File: src/rtl/crypto_cmd_sequencer.sv
// Command sequencer for a shared DES3 / PRESENT / HIGHT engine: accepts one
// block command, runs the selected core for its fixed or handshaked duration, returns the result.
module crypto_cmd_sequencer #(
    parameter int DES_CYCLES     = 18,
    parameter int PRESENT_CYCLES = 34,
    parameter int HIGHT_TIMEOUT  = 64
) (
    input  logic         clk,
    input  logic         reset,
    input  logic         in_valid_i,
    output logic         in_ready_o,
    input  logic [1:0]   in_alg_i,
    input  logic         in_decrypt_i,
    input  logic [63:0]  in_data_i,
    input  logic [167:0] in_key_i,
    output logic         out_valid_o,
    input  logic         out_ready_i,
    output logic [63:0]  out_data_o,
    output logic         out_err_o,
    output logic [63:0]  eng_input_o,
    output logic [167:0] eng_key_o,
    output logic [1:0]   eng_sel_o,
    output logic [5:0]   eng_round_sel_o,
    output logic         eng_decrypt_o,
    output logic         eng_key_load_o,
    output logic         eng_data_load_o,
    output logic         eng_op_o,
    output logic         eng_post_rdy_o,
    input  logic [63:0]  eng_output_i,
    input  logic         eng_ready_i
);

    localparam int CNT_W = 16;
    localparam logic [CNT_W-1:0] DES_LAST     = CNT_W'(DES_CYCLES - 1);
    localparam logic [CNT_W-1:0] PRESENT_LAST = CNT_W'(PRESENT_CYCLES - 1);
    localparam logic [CNT_W-1:0] HIGHT_LAST   = CNT_W'(HIGHT_TIMEOUT - 1);
    localparam logic [1:0] ALG_DES     = 2'd0;
    localparam logic [1:0] ALG_HIGHT   = 2'd2;
    localparam logic [1:0] ALG_ILLEGAL = 2'd3;

    typedef enum logic [2:0] {
        S_IDLE = 3'd0,
        S_LOAD = 3'd1,
        S_RUN  = 3'd2,
        S_WAIT = 3'd3,
        S_CAPT = 3'd4,
        S_OUT  = 3'd5
    } state_t;

    state_t             state_q, state_d;
    logic [CNT_W-1:0]   cnt_q, cnt_d;
    logic [CNT_W-1:0]   run_last_s;
    logic               hs_s;
    logic [1:0]         alg_q;
    logic               decrypt_q;
    logic [63:0]        data_q;
    logic [167:0]       key_q;
    logic [63:0]        out_data_q, out_data_d;
    logic               out_err_q, out_err_d;
    logic               out_valid_q, out_valid_d;
    logic               load_q, load_d;
    logic               op_q, op_d;
    logic [5:0]         round_q, round_d;

    // in_ready must drop the instant reset asserts and rise in the first cycle after release,
    // so it is a decode of the state register gated by reset rather than a register of its own.
    assign in_ready_o = (state_q == S_IDLE) && !reset;
    assign hs_s       = in_valid_i && in_ready_o;
    assign run_last_s = (alg_q == ALG_DES) ? DES_LAST : PRESENT_LAST;

    // Next-state, counter and result-register logic.
    always_comb begin
        state_d    = state_q;
        cnt_d      = cnt_q;
        out_data_d = out_data_q;
        out_err_d  = out_err_q;
        case (state_q)
            S_IDLE: begin
                if (in_valid_i) begin
                    if (in_alg_i == ALG_ILLEGAL) begin
                        state_d    = S_OUT;
                        out_data_d = 64'd0;
                        out_err_d  = 1'b1;
                    end else begin
                        state_d = S_LOAD;
                    end
                end else begin
                    state_d = S_IDLE;
                end
            end
            S_LOAD: begin
                cnt_d   = {CNT_W{1'b0}};
                state_d = (alg_q == ALG_HIGHT) ? S_WAIT : S_RUN;
            end
            S_RUN: begin
                if (cnt_q == run_last_s) begin
                    state_d = S_CAPT;
                    cnt_d   = {CNT_W{1'b0}};
                end else begin
                    cnt_d = cnt_q + 16'd1;
                end
            end
            S_WAIT: begin
                // A ready arriving on the final timeout cycle still counts as success.
                if (eng_ready_i) begin
                    state_d = S_CAPT;
                    cnt_d   = {CNT_W{1'b0}};
                end else if (cnt_q == HIGHT_LAST) begin
                    state_d    = S_OUT;
                    cnt_d      = {CNT_W{1'b0}};
                    out_data_d = 64'd0;
                    out_err_d  = 1'b1;
                end else begin
                    cnt_d = cnt_q + 16'd1;
                end
            end
            S_CAPT: begin
                state_d    = S_OUT;
                out_data_d = eng_output_i;
                out_err_d  = 1'b0;
            end
            S_OUT: begin
                if (out_ready_i) begin
                    state_d = S_IDLE;
                end else begin
                    state_d = S_OUT;
                end
            end
            default: begin
                state_d = S_IDLE;
                cnt_d   = {CNT_W{1'b0}};
            end
        endcase

        out_valid_d = (state_d == S_OUT);
        load_d      = (state_d == S_LOAD);
        op_d        = (state_d == S_WAIT);
        if ((state_d == S_RUN) && (alg_q == ALG_DES)) begin
            round_d = (cnt_d > 16'd15) ? 6'd15 : cnt_d[5:0];
        end else begin
            round_d = 6'd0;
        end
    end

    // State, counter and registered engine/result outputs.
    always_ff @(posedge clk or posedge reset) begin
        if (reset) begin
            state_q     <= S_IDLE;
            cnt_q       <= {CNT_W{1'b0}};
            out_data_q  <= 64'd0;
            out_err_q   <= 1'b0;
            out_valid_q <= 1'b0;
            load_q      <= 1'b0;
            op_q        <= 1'b0;
            round_q     <= 6'd0;
        end else begin
            state_q     <= state_d;
            cnt_q       <= cnt_d;
            out_data_q  <= out_data_d;
            out_err_q   <= out_err_d;
            out_valid_q <= out_valid_d;
            load_q      <= load_d;
            op_q        <= op_d;
            round_q     <= round_d;
        end
    end

    // Command holding registers, loaded only on an accepted command.
    always_ff @(posedge clk or posedge reset) begin
        if (reset) begin
            alg_q     <= 2'd0;
            decrypt_q <= 1'b0;
            data_q    <= 64'd0;
            key_q     <= 168'd0;
        end else if (hs_s) begin
            alg_q     <= in_alg_i;
            decrypt_q <= in_decrypt_i;
            data_q    <= in_data_i;
            key_q     <= in_key_i;
        end else begin
            alg_q     <= alg_q;
            decrypt_q <= decrypt_q;
            data_q    <= data_q;
            key_q     <= key_q;
        end
    end

    assign out_valid_o     = out_valid_q;
    assign out_data_o      = out_data_q;
    assign out_err_o       = out_err_q;
    assign eng_input_o     = data_q;
    assign eng_key_o       = key_q;
    assign eng_sel_o       = alg_q;
    assign eng_decrypt_o   = decrypt_q;
    assign eng_round_sel_o = round_q;
    assign eng_key_load_o  = load_q;
    assign eng_data_load_o = load_q;
    assign eng_op_o        = op_q;
    assign eng_post_rdy_o  = op_q;

endmodule

File: config.mk
export PLATFORM = sky130hd
export DESIGN_NAME = crypto_cmd_sequencer
export DESIGN_NICKNAME = d
export VERILOG_FILES = /design/src/rtl/crypto_cmd_sequencer.sv
export SDC_FILE = /design/constraint.sdc
export NUM_CORES = 1
export LEC_CHECK = 0
export ABC_AREA = 1
export BUFFER_PORTS_ARGS = -buffer_cell sky130_fd_sc_hd__clkbuf_2
export CORE_AREA = 2 2 238 240
export DETAILED_ROUTE_END_ITERATION = 8
export DIE_AREA = 0 0 240 242
export SYNTH_ARGS = -nofsm -noshare
export SYNTH_HDL_FRONTEND = slang
export SYNTH_SLANG_ARGS = --single-unit
export TNS_END_PERCENT = 5
File: constraint.sdc
create_clock -name clk -period 17.6 [get_ports clk]
set_input_delay 1.76 -clock clk [delete_from_list [all_inputs] [get_ports clk]]
set_output_delay 1.76 -clock clk [all_outputs]
set_load 0.02 [all_outputs]
Word-level counts from Yosys, hierarchy flattened
Cells that the tools add are included.

Reduce and logical (&&, ||, !) cells: 9. Mux-type cells: 25. Eq/ne operators: 17. $add $sub $neg: 1. Magnitude comparators: 1.

Operator list (number): $mux 64 (4); $pmux 64 s3 (1); $mux 16 (3); $pmux 16 s3 (1); $mux 3 (6); $mux 6 (3); $pmux 3 s6 (1); $add 16x1->16 const B (1); $eq 16x6->1 (1); $eq 16x6->1 const B (1); $gt 16x4->1 const B (1); $eq 3x2->1 const B (4); $eq 3x3->1 const B (3); $eq 3x1->1 const B (2); $ne 2x2->1 const B (3); $mux 1 (5); $reduce_and 5->1 (1); $eq 2x2->1 const B (2); $logic_and 1x1->1 (3); $logic_not 3->1 (1); $pmux 1 s3 (1); $reduce_bool 3->1 (1); $reduce_or 3->1 (1); $logic_not 2->1 (1); 2 further kinds (2).

Input bits: 304. Word-level logic and storage cells: 65. Register bits after elaboration: 328. Output and inout bits: 312.

Depth between registers and ports, before layout
Gate-level depths: netlist of the first run.

Word-level depth: 8. Mapped depth: 16. Depth with buffers taken out: 15.

Worst setup path before layout of the first run
Ideal clock, no wire load.

Path type: input to output. From: in reset. To: out in_ready_o. Required time: 15.840 ns. Path buffers: 0. Stages: 1. Data arrival time: 2.053 ns. Slack: 13.787 ns. Cell sequence: nor2_1.

Cells in the longest elaborated chain, start to end: 2.

RTL lines: start, declared (RTL line 9) `input logic reset,`; $logic_not 1->1 (no line); $logic_and 1x1->1 (RTL line 67) `assign in_ready_o = (state_q == S_IDLE) && !reset;`; end, declared (RTL line 11) `output logic in_ready_o,`.

No other way between the ends.

Worst setup path after layout of the first run
From: in in_valid_i. To: reg key_q[149] (netlist: eng_key_o[149]).

Cells in the longest elaborated chain, start to end: 1.

RTL lines: start, declared (RTL line 10) `input logic in_valid_i,`; $logic_and 1x1->1 (RTL line 68) `assign hs_s = in_valid_i && in_ready_o;`; end signal, assigned (RTL line 179) `key_q <= in_key_i;`; end signal, assigned (RTL line 184) `key_q <= key_q;`; end, declared (RTL line 57) `logic [167:0] key_q;`.

No other way between the ends. A chain may end at the register's enable or synchronous reset.

==> results of run 1 <==
per-layer routing:
layer / up-vias / GRT usage, % / wire length, µm / share of wire, %
met5: - / 0 / 26 / 0.069
met4: 4 / 3.95 / 887 / 2.3
met3: 51 / 4.65 / 3790 / 10
met2: 421 / 22.4 / 19300 / 51
met1: 4597 / 13.7 / 13900 / 37
li1: 4311 / - / - / -
synth_stat cells:
| cell | instances | area share (%) |
|---|---|---|
| nor3_1 | 3 | 0.12 |
| o21ai_2 | 1 | 0.069 |
| buf_4 | 25 | 1.5 |
| mux2_2 | 233 | 21 |
| buf_6 | 1 | 0.088 |
| nor2_1 | 38 | 1.1 |
| inv_1 | 42 | 1.2 |
| a211oi_1 | 1 | 0.059 |
| nand2_1 | 58 | 1.7 |
| clkbuf_1 | 9 | 0.26 |
| o21ai_0 | 5 | 0.20 |
| nand2_4 | 3 | 0.26 |
| a21oi_1 | 4 | 0.16 |
| inv_2 | 2 | 0.059 |
| and2_1 | 1 | 0.049 |
| and3_1 | 1 | 0.049 |
| a22oi_2 | 1 | 0.098 |
| nand3_4 | 2 | 0.27 |
| a21o_1 | 1 | 0.059 |
| ha_1 | 2 | 0.20 |
| a21oi_2 | 2 | 0.14 |
| xor2_1 | 7 | 0.48 |
| dfrtp_1 | 328 | 64 |
| o21bai_1 | 1 | 0.059 |
| nand3_1 | 15 | 0.59 |
| nor2_2 | 8 | 0.39 |
| o221ai_1 | 1 | 0.069 |
| xnor2_1 | 2 | 0.14 |
| nand4_1 | 4 | 0.20 |
| nor2_8 | 1 | 0.16 |
| conb_1 | 1 | 0.029 |
| nand2_2 | 10 | 0.49 |
| buf_2 | 9 | 0.35 |
| nor2_4 | 2 | 0.18 |
| a22o_1 | 64 | 4.4 |
| nor3_2 | 1 | 0.078 |
power groups by stage:
| stage | Sequential, mW | Clock (mW) | Combinational, mW |
|---|---|---|---|
| after global routing | 1.35 | 0.903 | 1.55 |
| final | 1.31 | 0.841 | 1.44 |
| after floorplan | 1.72 | 0 | 0.494 |
| after CTS | 1.31 | 0.873 | 1.47 |
| after global placement | 1.31 | 0 | 1.45 |
| after detailed placement | 1.32 | 0 | 1.47 |
cell usage in the layout (no fill, tap or decap), types with 5 or more instances in the layout:
master and instances:
clkbuf_2 615, dfrtp_1 328, mux2_2 233, a22o_1 64, nand2_1 58, inv_1 41, clkbuf_16 41, nor2_1 36
nand3_1 15, nand2_2 10, buf_4 9, nor2_2 8, clkbuf_8 8, xor2_1 7, o21ai_0 5, bufinv_16 5
clkbuf_1 5
registers in the layout (all words and copies together) (netlist names):
name             flops
eng_key_o          168
eng_sel_o            2
out_err_o            1
eng_data_load_o      1
out_data_o          64
out_valid_o          1
eng_op_o             1
eng_round_sel_o      6
eng_input_o         64
state_q              3
cnt_q               16
eng_decrypt_o        1
worst max-delay path, cell delays in order:
cell and delay, ps:
clkbuf_2 80, inv_1 50, nor2_1 110, inv_1 80, nor2_4 860, buf_4 740, buf_4 810, mux2_2 420
area by class of cell:
class,count,area share (%)
Multi-Input combinational cell,474,23.2
Antenna cell,2,0.0278
Clock inverter,11,1.04
Sequential cell,328,45.6
Inverter,44,0.960
Timing Repair Buffer,624,17.5
Tap cell,756,5.26
Clock buffer,54,6.42
worst min path at each step:
stage,from,end,slack [ps],depth (start not counted)
after detailed placement,out_data_o[31],out_data_o[31],480,1
final,out_data_o[34],out_data_o[34],490,1
after global placement,out_data_o[23],out_data_o[23],480,1
after floorplan,cnt_q[1],cnt_q[1],510,2
after CTS,out_data_o[23],out_data_o[23],500,1
after global routing,eng_key_o[159],eng_key_o[159],520,1
kinds of logic after synthesis:
logic type	after synthesis	share of synthesized area [%]
compound gates	81	5.29
xor+xnor	9	0.617
fa+ha+maj	2	0.196
buf+inv	88	3.47
flops	328	64.2
mux	233	20.5
other cells	1	0.0293
simple gates	147	5.65
==> flow_summary.json, run 1 <==
{
  "max_clock_freq_mhz": 215,
  "critPathLaunchType": "primary input",
  "avgRoutedWirePerCell_um": 16.5,
  "hold_viol": 0,
  "io_buffers": 615,
  "multiInputGateArea_mm2": 0.00417,
  "design_area_mm2": 0.0180,
  "internal_power_mw": 2.20,
  "seq_area_frac_synth_pct": 64.2,
  "cts.sinks": 328,
  "drt_iter0_markers": 237,
  "place_inst": 2226,
  "final_cells": 2293,
  "clock_latency_ps": 540,
  "worst_slack_ps": 12960,
  "cts_resized": 0,
  "floorplan.die_area_mm2": 0.0581,
  "regToRegSetupSlack_ps": 13290,
  "rsz0062_at_grt": "no",
  "cts_hold_buf": 0,
  "fin_tns_setup_ps": 0,
  "areaGrowthSynthToFinish_pct": 40.7,
  "rows": 87,
  "pre_cts_slack_ps": 12360,
  "fillCellCount": 5674,
  "cts-buffers-inserted": 38,
  "slew_headroom_pct": 23.4,
  "setup.worst_path.end_class": "flip-flop",
  "place_congestion": 0.807,
  "nets": 1816,
  "drtPass1Iterations": 4,
  "startpoint": "in_valid_i",
  "syn-cell-area_mm2": 0.0128,
  "vias_per_cell": 4.09,
  "root_buffer": "clkbuf_16",
  "critical_path_arrival_ps": 5050,
  "critical_path_class": "in2reg",
  "hold_class": "reg2reg",
  "track_usage_pct": 12.6,
  "power_mw": 3.59,
  "power_density_mw_per_mm2": 200,
  "ys_warn_count": 0,
  "pwr-share-seq_pct": 36.4,
  "drc": 0,
  "drv_cap": 0,
  "core_mm2": 0.0557,
  "clockBufferDepth": 3,
  "grt_max_degree": 71,
  "p_sw_share_pct": 38.7,
  "tightest_slew_ps": 1150,
  "required_ps": 18010,
  "htree_levels": 2,
  "dp_hpwl_um": 29000,
  "die-width_um": 240,
  "grt_pass1_wl_um": 56700,
  "status": "completed",
  "regArea_mm2": 0.00821,
  "die_y_um": 242,
  "setup_viol": 0,
  "fin_skew_ps": 21.8,
  "post-cts-setup-buffer-count": 0,
  "clk_pin_slew_ps": 60,
  "maxSlewViolCount": 0,
  "worstReg2RegStart": "state_q[1]",
  "grt_pass1_vias": 9845,
  "crit_end": "eng_key_o[149]",
  "gr-total-overflow": 0,
  "ys_seq_elements": 328,
  "rr_worst_depth": 10,
  "synth.distinct_cells": 36,
  "r2r-end": "eng_key_o[149]",
  "vias": 9384,
  "antenna_found_initial": 6,
  "placed_area_mm2": 0.0166,
  "synthCells": 889,
  "ir_drop_uv": 90.6,
  "drive_above_1_share_pct": 62.1,
  "finalCritPeriodShare_pct": 26.4,
  "p_comb_share_pct": 40.2,
  "min_period_ps": 4640,
  "utilization_pct": 32.3,
  "cts_tree": "done",
  "io_pins": 616,
  "postSynthAreaPerCell_um2": 14.4,
  "hold_slack_ps": 495,
  "p_sw_mw": 1.39,
  "power_frac_clock_pct": 23.4,
  "path_max_fanout": 70,
  "p_leak_nw": 9.17,
  "routed_wl_um": 37900,
  "postRouteAntennaNets": 0,
  "start_util_pct": 22.9
}
No activity file was read; power rests on OpenSTA's default activity.
==> run 2, diff against run 1 <==
Settings changed: CORE_AREA 2 2 238 240 to 2 2 241 243, DIE_AREA 0 0 240 242 to 0 0 243 245.
Clock period 17.6 ns to 4.56 ns, I/O delays scaled along.
==> flow_summary.json, run 2 (synthesized netlist as in run 1, its figures left out) <==
{
  "status": "completed",
  "path_max_fanout": 135,
  "setup_viol": 0,
  "max_clock_freq_mhz": 379,
  "critPathLaunchType": "flip-flop",
  "vias_per_cell": 4.05,
  "vias": 9348,
  "drive_above_1_share_pct": 62.2,
  "grt_pass1_wl_um": 57200,
  "hold_class": "in2reg",
  "areaGrowthSynthToFinish_pct": 42.1,
  "required_ps": 4970,
  "die_y_um": 245,
  "antenna_found_initial": 6,
  "dp_hpwl_um": 29300,
  "p_comb_share_pct": 39.6,
  "p_sw_share_pct": 38.2,
  "clk_pin_slew_ps": 60,
  "grt_max_degree": 136,
  "hold_viol": 0,
  "drc": 0,
  "pwr-share-seq_pct": 36.1,
  "timing.critical_path.buf_inv": 4,
  "root_buffer": "clkbuf_16",
  "track_usage_pct": 12.4,
  "floorplan.die_area_mm2": 0.0595,
  "post-cts-setup-buffer-count": 0,
  "fillCellCount": 5847,
  "cts.sinks": 328,
  "p_sw_mw": 5.36,
  "rsz0062_at_grt": "no",
  "power_frac_clock_pct": 24.3,
  "fin_skew_ps": 6.18,
  "power_density_mw_per_mm2": 773,
  "final_cell_mix": "clkbuf_2, dfrtp_1, mux2_2",
  "drv_cap": 0,
  "ir_drop_uv": 433,
  "rows": 88,
  "drtPass1Iterations": 4,
  "regArea_mm2": 0.00821,
  "largest_register_ffs": 168,
  "gr-total-overflow": 0,
  "htree_levels": 2,
  "p_leak_nw": 9.23,
  "grt_pass1_vias": 9612,
  "core_mm2": 0.0570,
  "final_common_cell": "clkbuf_2",
  "tightest_slew_ps": 1030,
  "hold_slack_ps": 144,
  "startpoint": "state_q[1]",
  "critical_path_arrival_ps": 3050,
  "min_period_ps": 2640,
  "multiInputGateArea_mm2": 0.00417,
  "clockBufferDepth": 3,
  "place_congestion": 0.818,
  "finalCritPeriodShare_pct": 57.9,
  "cts_resized": 0,
  "cp_slowest_cell": "dfrtp_1",
  "avgRoutedWirePerCell_um": 16.5,
  "hold_start": "eng_output_i[52]",
  "routed_wl_um": 38100,
  "io_buffers": 615,
  "setup.worst_path.end_class": "flip-flop",
  "cts_hold_buf": 0,
  "cts_tree": "done",
  "drt_iter0_markers": 317,
  "cts-buffers-inserted": 38,
  "postRouteAntennaNets": 0,
  "io_pins": 616,
  "slowest_delay_ps": 420,
  "maxSlewViolCount": 0,
  "regToRegSetupSlack_ps": 1920,
  "fin_tns_setup_ps": 0,
  "crit_path_cell_trace": "nor2_1 > inv_1 > nor2_1 > inv_1 > nor2_1 > inv_1 > nor2_4 > buf_12 > mux2_2",
  "clock_latency_ps": 530,
  "nets": 1820,
  "start_util_pct": 22.4,
  "critPathTopFamily": "buffers and inverters",
  "critical_path_class": "reg2reg",
  "die-width_um": 243,
  "internal_power_mw": 8.68,
  "slew_headroom_pct": 31.6,
  "worstReg2RegStart": "state_q[1]"
}
-- run 2: changes by cell type in the layout (fill, tap and decap cells not counted) --
cell / before / now
bufinv_16: 5 / 8
inv_8: 1 / 0
buf_12: 0 / 4
clkinv_2: 4 / 3
clkbuf_1: 5 / 8
clkbuf_8: 8 / 7
clkinvlp_4: 0 / 1
-- run 2: path summary, 6_finish.rpt --
kind                             endpoint  cells after the start
max reg2reg                eng_key_o[125]                      9
min                        out_data_o[52]                      2
max                        eng_key_o[125]                      9
max in group asynchronous  eng_key_o[122]                      3
min reg2reg                out_data_o[42]                      1
min in group asynchronous     out_valid_o                      2
-- run 2: routing by layer --
layer / track usage (%) / up-vias / share of wire, %
met3: 4.35 / 57 / 9.4
met2: 20.8 / 434 / 49
met5: 0 / - / 0
met1: 14.8 / 4519 / 39
li1: - / 4338 / -
met4: 3.97 / 0 / 2.4
-- run 2: cell type report --
type                    instances  area share [%]
inverters                      44           0.930
multi-input cells             474            22.9
well taps                     765            5.27
clock inverters                13            1.50
repair buffers                628            17.8
diodes                          2          0.0276
flip-flops and latches        328            45.2
clock buffers                  56            6.35
-- run 2: power by group through the flow --
stage / registers (mW) / logic [mW] / clock network [mW]
final: 5.07 / 5.56 / 3.41
after global routing: 5.25 / 5.93 / 3.65
after CTS: 5.09 / 5.65 / 3.54
after detailed placement: 5.10 / 5.65 / 0
after global placement: 5.08 / 5.56 / 0
after floorplan: 6.66 / 1.91 / 0
-- run 2: metrics by stage --
step	worst slack [ps]	instance area (µm²)	cells	util (%)	total power [mW]
after global placement	2000	16700	2239	29.3	10.6
final	1920	18200	2310	31.8	14.0
after detailed placement	1990	16700	2239	29.3	10.8
after global routing	1740	18100	2308	31.8	14.8
after CTS	1980	18100	2308	31.8	14.3
after floorplan	-275	12800	890	-	8.56
-- run 2: worst register-to-register path, stage by stage (launching register included) --
cell and delay [ps]:
dfrtp_1 420, nor2_1 250, inv_1 130, nor2_1 130
inv_1 110, nor2_1 90, inv_1 80, nor2_4 150
buf_12 370, mux2_2 800
